==> config.mk <==
export PLATFORM = sky130hd
export DESIGN_NAME = mux_nto1_rr
export DESIGN_NICKNAME = d
export VERILOG_FILES = /design/src/rtl/mux_pkg.sv /design/src/rtl/rr_pick.sv /design/src/rtl/mux_nto1_rr.sv
export SDC_FILE = /design/constraint.sdc
export NUM_CORES = 1
export LEC_CHECK = 0
export ABC_AREA = 1
export BUFFER_PORTS_ARGS = -buffer_cell sky130_fd_sc_hd__buf_2
export CORE_AREA = 5 5 129 131
export CTS_CLUSTER_SIZE = 25
export DETAILED_ROUTE_END_ITERATION = 12
export DIE_AREA = 0 0 134 136
export PLACE_DENSITY = 0.89
export SLEW_MARGIN = 30
export SYNTH_ARGS = -nofsm -noshare
export SYNTH_HDL_FRONTEND = slang
export SYNTH_HIERARCHICAL = 1
export SYNTH_SLANG_ARGS = --single-unit
==> constraint.sdc <==
create_clock -name clk -period 5.63 [get_ports clk]
set_input_delay 0.2815 -clock clk [delete_from_list [all_inputs] [get_ports clk]]
set_output_delay 0.2815 -clock clk [all_outputs]
set_load 0.05 [all_outputs]
==> src/rtl/mux_pkg.sv <==
// Shared types and helpers for the N-to-1 registered round-robin stream multiplexer.
package mux_pkg;

    typedef enum logic {
        EMPTY = 1'b0,
        FULL  = 1'b1
    } state_t;

    localparam logic MODE_RR     = 1'b0;
    localparam logic MODE_FORCED = 1'b1;

    // Width of a channel index; never below one bit.
    function automatic int idx_width(input int n);
        return (n > 1) ? $clog2(n) : 1;
    endfunction

endpackage

==> src/rtl/rr_pick.sv <==
// Round-robin picker: first requester at or after ptr, wrapping modulo CHANNELS.
module rr_pick
    import mux_pkg::*;
#(
    parameter  int CHANNELS = 4,
    localparam int SEL_W    = idx_width(CHANNELS)
) (
    input  logic [CHANNELS-1:0] req,
    input  logic [SEL_W-1:0]    ptr,
    output logic [CHANNELS-1:0] gnt,
    output logic [SEL_W-1:0]    idx,
    output logic                any
);

    int               cand;
    logic [SEL_W-1:0] cand_idx;

    always_comb begin
        gnt      = '0;
        idx      = '0;
        any      = 1'b0;
        cand     = 0;
        cand_idx = '0;
        for (int k = 0; k < CHANNELS; k++) begin
            cand     = (int'(ptr) + k) % CHANNELS;
            cand_idx = SEL_W'(cand);
            if (!any && req[cand_idx]) begin
                gnt[cand_idx] = 1'b1;
                idx           = cand_idx;
                any           = 1'b1;
            end
        end
    end

endmodule

==> src/rtl/mux_nto1_rr.sv <==
// N-to-1 registered stream multiplexer with round-robin or forced channel selection.
// State table:  EMPTY | output register empty, out_valid=0
//               FULL  | output register holds a word, out_valid=1
module mux_nto1_rr
    import mux_pkg::*;
#(
    parameter  int WIDTH    = 64,
    parameter  int CHANNELS = 4,
    localparam int SEL_W    = idx_width(CHANNELS)
) (
    input  logic                      clk,
    input  logic                      rst,
    input  logic [CHANNELS-1:0]       in_valid,
    input  logic [CHANNELS*WIDTH-1:0] in_data,
    output logic [CHANNELS-1:0]       in_ready,
    input  logic                      mode,
    input  logic [SEL_W-1:0]          sel,
    output logic                      out_valid,
    output logic [WIDTH-1:0]          out_data,
    output logic [SEL_W-1:0]          out_chan,
    input  logic                      out_ready
);

    state_t               state, state_nxt;
    logic [SEL_W-1:0]     rr_ptr, rr_ptr_nxt;
    logic [WIDTH-1:0]     ch_data [CHANNELS];

    logic [CHANNELS-1:0]  rr_gnt;
    logic [SEL_W-1:0]     rr_idx;
    logic                 rr_any;

    logic [CHANNELS-1:0]  fc_gnt;
    logic                 fc_any;

    logic [CHANNELS-1:0]  grant;
    logic [SEL_W-1:0]     grant_idx;
    logic                 grant_any;
    logic                 can_load;
    logic                 load;

    for (genvar i = 0; i < CHANNELS; i++) begin : g_unpack
        assign ch_data[i] = in_data[i*WIDTH +: WIDTH];
    end

    rr_pick #(
        .CHANNELS (CHANNELS)
    ) u_rr_pick (
        .req (in_valid),
        .ptr (rr_ptr),
        .gnt (rr_gnt),
        .idx (rr_idx),
        .any (rr_any)
    );

    // Forced select grants nothing for an out-of-range sel.
    always_comb begin
        fc_gnt = '0;
        fc_any = 1'b0;
        if (int'(sel) < CHANNELS) begin
            if (in_valid[sel]) begin
                fc_gnt[sel] = 1'b1;
                fc_any      = 1'b1;
            end
        end
    end

    always_comb begin
        if (mode == MODE_FORCED) begin
            grant     = fc_gnt;
            grant_idx = sel;
            grant_any = fc_any;
        end else begin
            grant     = rr_gnt;
            grant_idx = rr_idx;
            grant_any = rr_any;
        end
    end

    assign out_valid = (state == FULL);
    assign can_load  = (state == EMPTY) | (out_ready & out_valid);
    // No channel is offered a transfer while reset is asserted.
    assign in_ready  = (can_load & ~rst) ? grant : '0;
    assign load      = can_load & grant_any & ~rst;

    always_comb begin
        state_nxt  = state;
        rr_ptr_nxt = rr_ptr;
        case (state)
            EMPTY: begin
                if (load) begin
                    state_nxt = FULL;
                end
            end
            FULL: begin
                if (load) begin
                    state_nxt = FULL;
                end else if (out_ready) begin
                    state_nxt = EMPTY;
                end
            end
            default: state_nxt = EMPTY;
        endcase
        if (load && (mode == MODE_RR)) begin
            rr_ptr_nxt = (grant_idx == SEL_W'(CHANNELS - 1)) ? '0
                                                            : grant_idx + SEL_W'(1);
        end
    end

    always_ff @(posedge clk) begin
        if (rst) begin
            state  <= EMPTY;
            rr_ptr <= '0;
        end else begin
            state  <= state_nxt;
            rr_ptr <= rr_ptr_nxt;
        end
    end

    always_ff @(posedge clk) begin
        if (rst) begin
            out_data <= '0;
            out_chan <= '0;
        end else if (load) begin
            out_data <= ch_data[grant_idx];
            out_chan <= grant_idx;
        end
    end

endmodule

==> flow_metrics.tcl, run 1 <==
set metrics [dict create \
    status "finished clean" \
    yosysTopAreaCell "nand3_1" \
    cp_max_fo 86 \
    syn_nets 1587 \
    rows 46 \
    setup.worst_path.start_class "register" \
    cts_setup_buffers 0 \
    hold_viol 0 \
    fp.dieH_um 136 \
    cp.required_ns 5.85 \
    placedCellCount 1761 \
    hold_depth 2 \
    synthTopCellsByCount "nand3_1, inv_1, nand2_1, a21oi_1" \
    clock_latency_ns 0.33 \
    finalSetupTns_ns 0 \
    vias_per_cell 4.95 \
    fin_cells 1776 \
    power_density_nw_per_um2 251 \
    setup_viol 0 \
    cts_root_buf "clkbuf_16" \
    finalCritPeriodShare 0.661 \
    antenna_found_initial 0 \
    synth_area_um2 6860 \
    async_flop_share 0 \
    cap_violations 0 \
    drive_gt1_frac 0.241 \
    synth_seq_area_share 0.201 \
    ioPinCount 337 \
    wl_met2_mm 10.6 \
    cts_max_path_buffers 2 \
    path_class "register to register" \
    grtUsageTotal 0.231 \
    fmax_mhz 269 \
    wl_per_cell_um 12.4 \
    synth_cell_types 26 \
    yosysMostFrequentCell "nand3_1" \
    h-tree-depth 3 \
    dieArea_um2 18200 \
    drt_pass1_iterations 6 \
    dieWidth_um 134 \
    antennaDiodeCount 0 \
    numClockSinks 69 \
    ys_warn_count 6 \
    synth.avg_cell_area_um2 5.21 \
    hpwl_mm 16.2 \
    cts_resized 0 \
    leakagePower_nw 5.75 \
    cts.clk_slew.worst_paths_ns 0.05 \
    cts_hold_buf 0 \
    synth.area.top_cells "nand3_1, dfxtp_1, inv_1" \
    ys_ff_latch 69 \
    nets 1851 \
    core-area_um2 15500 \
    via_count 8792 \
    fin_skew_ns 0.00839 \
    port_buffers 336 \
    worst_pin_slew_ns 0.882 \
    cp-end-kind "register" \
    min_path_type "input pin to register" \
    grt_start_max_net_pins 95 \
    synth.top_cell.area_share 0.245 \
    gr-total-overflow 0 \
    wl_met1_mm 8.80 \
    top_layer "met4" \
    synth_edf_count 0 \
    drc_errors 0 \
    grt_pass1_vias 7751 \
    dr.first_iter.drc_count 515 \
    relSlewSlack 0.409 \
    ys.flop_type "dfxtp_1" \
    reg2reg_depth 17 \
    tritoncts "done" \
    peakVddDrop_uv 132 \
    start_util 0.443 \
    rsz0062_at_grt "false" \
    grt_pass1_wl_mm 35.5 \
    globalplace.congestion 0.925 \
    wl_mm 22.0 \
    syn_inst 1316 \
    finalCriticalPeriod_ns 3.72 \
    ant_nets 0 \
    numCtsBuffers 9 \
    dr_wl_met3_mm 1.87 \
    crit_arrival_ns 3.94 \
    area_growth_syn_to_layout_pct 27.1 \
    slew_viol_final 0 \
]
flip-flops by register name, indices dropped and copies added, names as in the netlist:
| name | cells |
|---|---|
| out_chan | 2 |
| out_valid | 1 |
| rr_ptr | 2 |
| out_data | 64 |
critical path, cell delays in order (launching register included):
cell     delay [ns]
dfxtp_1        0.50
inv_2          0.18
ha_1           0.39
inv_1          0.13
nand3_1        0.08
nand2_1        0.07
nor2_2         0.07
a21oi_1        0.13
nand3_1        0.13
nand2_4        0.40
buf_4          0.74
nand3_1        0.25
nand3_1        0.15
nand2_1        0.06
inv_1          0.05
nand3_1        0.06
nand2_1        0.09
nor2_1         0.04
cells in the final DEF, fill, tap and decap left out, types with 3 or more instances in the layout:
cell type / instances
inv_2: 3
inv_1: 332
buf_4: 9
nand2_4: 4
a21oi_1: 77
a21boi_0: 4
nand2_2: 7
ha_1: 5
nand4_1: 11
clkbuf_16: 9
nand2_1: 295
buf_2: 336
dfxtp_1: 69
clkbuf_8: 3
nor2_1: 69
nand3_1: 336
stage by stage:
step	area [µm²]	util	setup WS, ns	power (mW)	hold WS [ns]
after global routing	8710	0.563	1.54	2.36	0.164
after CTS	8710	0.562	1.73	2.21	0.145
after detailed placement	8430	0.544	1.75	1.67	0.461
after floorplan	6860	-	2.99	1.41	0.360
after global placement	8430	0.544	1.85	1.65	0.455
final	8710	0.563	1.91	2.19	0.155
where the power goes:
| group | internal, mW | switching, mW |
|---|---|---|
| logic | 0.343 | 0.745 |
| registers | 0.542 | 0.0278 |
| clock network | 0.331 | 0.201 |
cells by family (layout without fill, tap and decap cells):
kind of cell | Yosys count | count (layout) | synth area share
adder cells (fa/ha/maj) | 5 | 5 | 0.00913
XOR/XNOR | 1 | 1 | 0.00128
flip-flops | 69 | 69 | 0.201
buffers and inverters | 429 | 697 | 0.251
AND/OR/NAND/NOR | 727 | 727 | 0.471
AO/OA/AOI/OAI | 85 | 85 | 0.0661
layer usage:
layer | up-vias | global-route usage
met5 | - | 0
met4 | 0 | 0.0994
met3 | 62 | 0.0459
met2 | 432 | 0.398
met1 | 3785 | 0.281
li1 | 4513 | -
final cells by class:
| class | count | area (µm²) |
|---|---|---|
| clock buffers | 14 | 274 |
| inverters | 337 | 1270 |
| clock inverters | 1 | 5.00 |
| repair buffers | 345 | 1750 |
| well taps | 192 | 240 |
| multi-input cells | 818 | 3790 |
| fillers | 1571 | 6770 |
| flip-flops and latches | 69 | 1380 |
path summary, 6_finish.rpt:
check                from           end  slack [ns]
min reg2reg  out_data[43]  out_data[43]        0.47
max             rr_ptr[0]  out_data[13]        1.91
min                   rst     rr_ptr[0]        0.15
max reg2reg     rr_ptr[0]  out_data[13]        1.91
(Power assumes the default switching activity.)
==> run 2, diff against run 1 <==
--- a/config.mk
+++ b/config.mk
@@ -7,10 +7,11 @@
 export LEC_CHECK = 0
 export ABC_AREA = 1
 export BUFFER_PORTS_ARGS = -buffer_cell sky130_fd_sc_hd__buf_2
-export CORE_AREA = 5 5 129 131
+export CORE_ASPECT_RATIO = 1.4
+export CORE_MARGIN = 5
+export CORE_UTILIZATION = 43
 export CTS_CLUSTER_SIZE = 25
 export DETAILED_ROUTE_END_ITERATION = 12
-export DIE_AREA = 0 0 134 136
 export PLACE_DENSITY = 0.89
 export SLEW_MARGIN = 30
 export SYNTH_ARGS = -nofsm -noshare
==> constraint.sdc (replaced) <==
create_clock -name clk -period 3.1 [get_ports clk]
set_input_delay 0.155 -clock clk [delete_from_list [all_inputs] [get_ports clk]]
set_output_delay 0.155 -clock clk [all_outputs]
set_load 0.05 [all_outputs]
==> run 2 against run 1 <==
Compared with the run above:
- clock skew up 0.00080 ns
- clock-buffer cell count down 1
- critical path type unchanged
- flip-flop and latch count unchanged
==> flow_metrics.tcl, run 2 (synthesis results as in run 1) <==
set metrics [dict create \
    via_count 8700 \
    critPathMostFrequentCell "nand2_1" \
    gr-total-overflow 0 \
    swShare 0.434 \
    antennaDiodeCount 0 \
    port_buffers 336 \
    finalCriticalPeriod_ns 2.75 \
    hold_viol 0 \
    top_regs "out_data: 64 flops, out_chan: 2 flops, rr_ptr: 2 flops" \
    top_register "out_data" \
    hpwl_mm 17.4 \
    multi_input_area_um2 3790 \
    finalSetupTns_ns 0 \
    seqCellArea_um2 1380 \
    drive_gt1_frac 0.246 \
    reg2reg_depth 17 \
    seq_power_share 0.248 \
    start_util 0.439 \
    crit_buf_inv 4 \
    cp.required_ns 3.36 \
    crit_family "simple AND/OR/NAND/NOR gates" \
    numCtsBuffers 9 \
    crit_arrival_ns 3.01 \
    largest_register_ffs 64 \
    cts_setup_buffers 0 \
    globalplace.congestion 0.915 \
    peakVddDrop_uv 246 \
    final_cell_mix "nand3_1, buf_2, inv_1" \
    cp.depth 17 \
    cts.clk_slew.worst_paths_ns 0.06 \
    grt_start_max_net_pins 78 \
    fp.dieH_um 159 \
    cts_hold_buf 0 \
    relSlewSlack 0.492 \
    rows 54 \
    grt_pass1_vias 7769 \
    path_class "register to register" \
    worst_pin_slew_ns 0.762 \
    cp_max_fo 30 \
    status "finished clean" \
    fin_skew_ns 0.00919 \
    wl_mm 22.9 \
    cts_resized 0 \
    drc_errors 0 \
    power.internal_mw 2.35 \
    fin_cells 1790 \
    ant_nets 0 \
    grt_pass1_wl_mm 36.3 \
    nets 1860 \
    dieArea_um2 18600 \
    slew_viol_final 0 \
    cts_max_path_buffers 2 \
    wl_per_cell_um 12.8 \
    pwr-share-comb 0.496 \
    numClockSinks 69 \
    leakagePower_nw 5.85 \
    ioPinCount 337 \
    dr.first_iter.drc_count 675 \
    hold_depth 2 \
    placedCellCount 1774 \
    area_growth_syn_to_layout_pct 30.2 \
    h-tree-depth 3 \
    stdcell_area_um2 8920 \
    setup.worst_path.start_class "register" \
    antenna_found_initial 0 \
    cp_cell_sequence "inv_1 -> ha_1 -> inv_1 -> nand2_1 -> nand2_2 -> nor2_4 -> nand4_1 -> nand3_1 -> nand2_1 -> o21ai_4 -> buf_4 -> nand3_1 -> nand2_1 -> inv_1 -> nand3_1 -> nand2_1 -> nor2_1" \
    rsz0062_at_grt "false" \
    vias_per_cell 4.86 \
    clock_latency_ns 0.33 \
    p_clk_frac 0.256 \
    cap_violations 0 \
    cpPeakStageDelay_ns 0.42 \
    placed_area_um2 8610 \
    p_switching_mw 1.80 \
    finalCritPeriodShare 0.886 \
    fillers 1579 \
    dieWidth_um 117 \
    min_path_type "input pin to register" \
    setup_viol 0 \
    cp_slowest_cell "dfxtp_1" \
    fmax_mhz 364 \
    cp-end-kind "register" \
    cts_root_buf "clkbuf_16" \
    grtUsageTotal 0.234 \
    core-area_um2 15600 \
    drt_pass1_iterations 5 \
    power_density_nw_per_um2 466 \
    tritoncts "done" \
]
[run 2: path summary, 6_finish.rpt]
kind                              startpoint           end  slack [ns]
worst max register to register     rr_ptr[1]   out_data[3]        0.35
worst min register to register  out_data[10]  out_data[10]        0.47
worst max-delay path               rr_ptr[1]   out_data[3]        0.35
worst min-delay path                     rst     rr_ptr[0]        0.03
[run 2: stage by stage]
stage                     power [mW]  setup WS, ns  hold slack [ns]   util
after CTS                       4.19         0.385           0.0194  0.572
after detailed placement        3.10         0.390            0.374  0.552
final                           4.16         0.352           0.0337  0.572
after global placement          3.08         0.443            0.372  0.552
after floorplan                 2.55         0.586            0.233      -
after global routing            4.47        0.0555           0.0241  0.572
[run 2: final cells by class]
cell class | instances | share of cell area
multi-input cells | 818 | 0.424
clock inverters | 3 | 0.00477
inverters | 337 | 0.142
flip-flops and latches | 69 | 0.155
clock buffers | 13 | 0.0303
well taps | 196 | 0.0275
repair buffers | 354 | 0.216
[run 2: power groups by stage]
stage	logic, mW	registers [mW]	clock network [mW]
detailed placement	2.05	1.05	0
global route	2.29	1.04	1.14
global placement	2.03	1.05	0
floorplan	1.18	1.37	0
CTS	2.06	1.03	1.10
finish	2.06	1.03	1.06
[run 2: metal layers]
metal / part of all wire / wire [µm] / vias to the layer above / global-route usage
li1: - / - / 4528 / -
met1: 0.39 / 8990 / 3772 / 0.285
met2: 0.51 / 11600 / 353 / 0.412
met3: 0.070 / 1620 / 47 / 0.0338
met4: 0.029 / 676 / 0 / 0.0803
met5: 0 / 0 / - / 0
==> run 3, diff against run 2 <==
--- a/config.mk
+++ b/config.mk
@@ -7,12 +7,11 @@
 export LEC_CHECK = 0
 export ABC_AREA = 1
 export BUFFER_PORTS_ARGS = -buffer_cell sky130_fd_sc_hd__buf_2
-export CORE_ASPECT_RATIO = 1.4
-export CORE_MARGIN = 5
-export CORE_UTILIZATION = 43
+export CORE_AREA = 2 2 130 132
 export CTS_CLUSTER_SIZE = 25
 export DETAILED_ROUTE_END_ITERATION = 12
-export PLACE_DENSITY = 0.89
+export DIE_AREA = 0 0 132 134
+export PLACE_DENSITY = 0.87
 export SLEW_MARGIN = 30
 export SYNTH_ARGS = -nofsm -noshare
 export SYNTH_HDL_FRONTEND = slang
==> run 3 against run 2 <==
Compared with the run above:
- first-iteration DRC count down 19%
- sequential power about the same
- wire length is 7.3% lower
- largest cell class unchanged
- critical path type unchanged
- register-to-register slack got worse by 0.05 ns
- cell area decreased by 0.11%
- non-clock buffer count fell by 3
- setup slack got worse by 0.049 ns
==> flow_metrics.tcl, run 3 (synthesis results as in run 1) <==
set metrics [dict create \
    status "finished clean" \
    min_path_type "input pin to register" \
    fp.dieH_um 134 \
    drive_gt1_frac 0.245 \
    wl_per_cell_um 11.7 \
    stdcell_area_um2 8910 \
    cp_max_fo 68 \
    cp-end-kind "register" \
    grt_start_max_net_pins 129 \
    tritoncts "done" \
    setup.worst_path.start_class "register" \
    relSlewSlack 0.500 \
    holdWs_ns 0.0181 \
    finalSetupTns_ns 0 \
    port_buffers 336 \
    placed_area_um2 8560 \
    ioPinCount 337 \
    setup_viol 0 \
    via_count 8757 \
    placedCellCount 1794 \
    largest_register_ffs 64 \
    dieArea_um2 17700 \
    cp.required_ns 3.33 \
    rows 47 \
    gr-total-overflow 0 \
    area_growth_syn_to_layout_pct 30.0 \
    antennaDiodeCount 0 \
    fin_skew_ns 0.00571 \
    final_cell_mix "nand3_1, buf_2, inv_1" \
    numClockSinks 69 \
    nets 1857 \
    leakagePower_nw 5.82 \
    rsz0062_at_grt "false" \
    globalplace.congestion 0.890 \
    h-tree-depth 3 \
    ant_nets 0 \
    drc_errors 0 \
    path_class "register to register" \
    hpwl_mm 15.1 \
    vias_per_cell 4.84 \
    clock_latency_ns 0.34 \
    slew_viol_final 0 \
    cap_violations 0 \
    core-area_um2 16300 \
    multi_input_area_um2 3790 \
    grt_pass1_vias 7468 \
    cts.clk_slew.worst_paths_ns 0.06 \
    finalCriticalPeriod_ns 2.80 \
    grtUsageTotal 0.226 \
    fin_cells 1811 \
    top_register "out_data" \
    grt_pass1_wl_mm 33.7 \
    power_density_nw_per_um2 465 \
    dieWidth_um 132 \
    crit_arrival_ns 3.02 \
    top_regs "out_data: 64 flops, out_chan: 2 flops, rr_ptr: 2 flops" \
    antenna_found_initial 0 \
    wl_mm 21.3 \
    drt_pass1_iterations 10 \
    finalCritPeriodShare 0.902 \
    seqCellArea_um2 1380 \
    fmax_mhz 358 \
    cts_root_buf "clkbuf_16" \
    dr.first_iter.drc_count 546 \
    peakVddDrop_uv 246 \
    hold_viol 0 \
    cts_setup_buffers 0 \
    worst_pin_slew_ns 0.751 \
    fillers 1648 \
    cts_max_path_buffers 2 \
    start_util 0.421 \
    numCtsBuffers 9 \
]
[run 3: worst max-delay path, stage by stage (launching register included)]
cell and delay, ns:
dfxtp_1 0.42, inv_1 0.15, ha_1 0.38, inv_1 0.10
nand2_1 0.09, nand2_2 0.06, nor2_4 0.23, nand4_1 0.12
nand3_1 0.13, nand2_4 0.11, nand2_4 0.10, buf_12 0.27
nand2_1 0.08, nand3_1 0.09, nand2_1 0.06, inv_1 0.05
nand3_1 0.08, nand2_1 0.10, nor2_1 0.05
[run 3: area by class of cell]
type | instances | share of cell area
clock buffer | 11 | 0.0284
clock inverter | 5 | 0.00660
inverter | 337 | 0.142
multi-input combinational | 818 | 0.425
sequential | 69 | 0.155
tap | 220 | 0.0309
timing repair buffer | 351 | 0.212
[run 3: metrics by stage]
| stage | total power, mW | setup slack (ns) | utilization |
|---|---|---|---|
| global route | 4.44 | 0.00655 | 0.547 |
| floorplan | 2.55 | 0.586 | - |
| finish | 4.14 | 0.303 | 0.547 |
| detailed placement | 3.05 | 0.272 | 0.526 |
| CTS | 4.13 | 0.261 | 0.545 |
| global placement | 3.03 | 0.310 | 0.526 |
[run 3: worst paths after layout]
path,startpoint,end,slack (ns),cells past startpoint
max,rr_ptr[1],out_data[35],0.30,18
min,rst,rr_ptr[0],0.02,2
max reg2reg,rr_ptr[1],out_data[35],0.30,18
min reg2reg,out_data[18],out_data[18],0.47,2
[run 3: timing repair]
item / in CTS / in global routing
endpoints found under the setup margin: 0 / 40
hold buffers: 0 / 0
gates resized for setup: 0 / 3
[run 3: where the power goes]
part | internal [mW] | switching (mW) | total (mW) | leakage [nW]
combinational | 0.670 | 1.37 | 2.04 | 5.11
clock | 0.667 | 0.406 | 1.07 | 0.148
sequential | 0.983 | 0.0475 | 1.03 | 0.569
total | 2.32 | 1.82 | 4.14 | 5.82
[run 3: metal layers]
layer | vias up | wire length (µm) | part of all wire | global-route usage
li1 | 4531 | - | - | -
met1 | 3755 | 8660 | 0.41 | 0.272
met2 | 423 | 10200 | 0.48 | 0.401
met3 | 48 | 1820 | 0.086 | 0.0336
met4 | 0 | 596 | 0.028 | 0.0948
met5 | - | 0 | 0 | 0
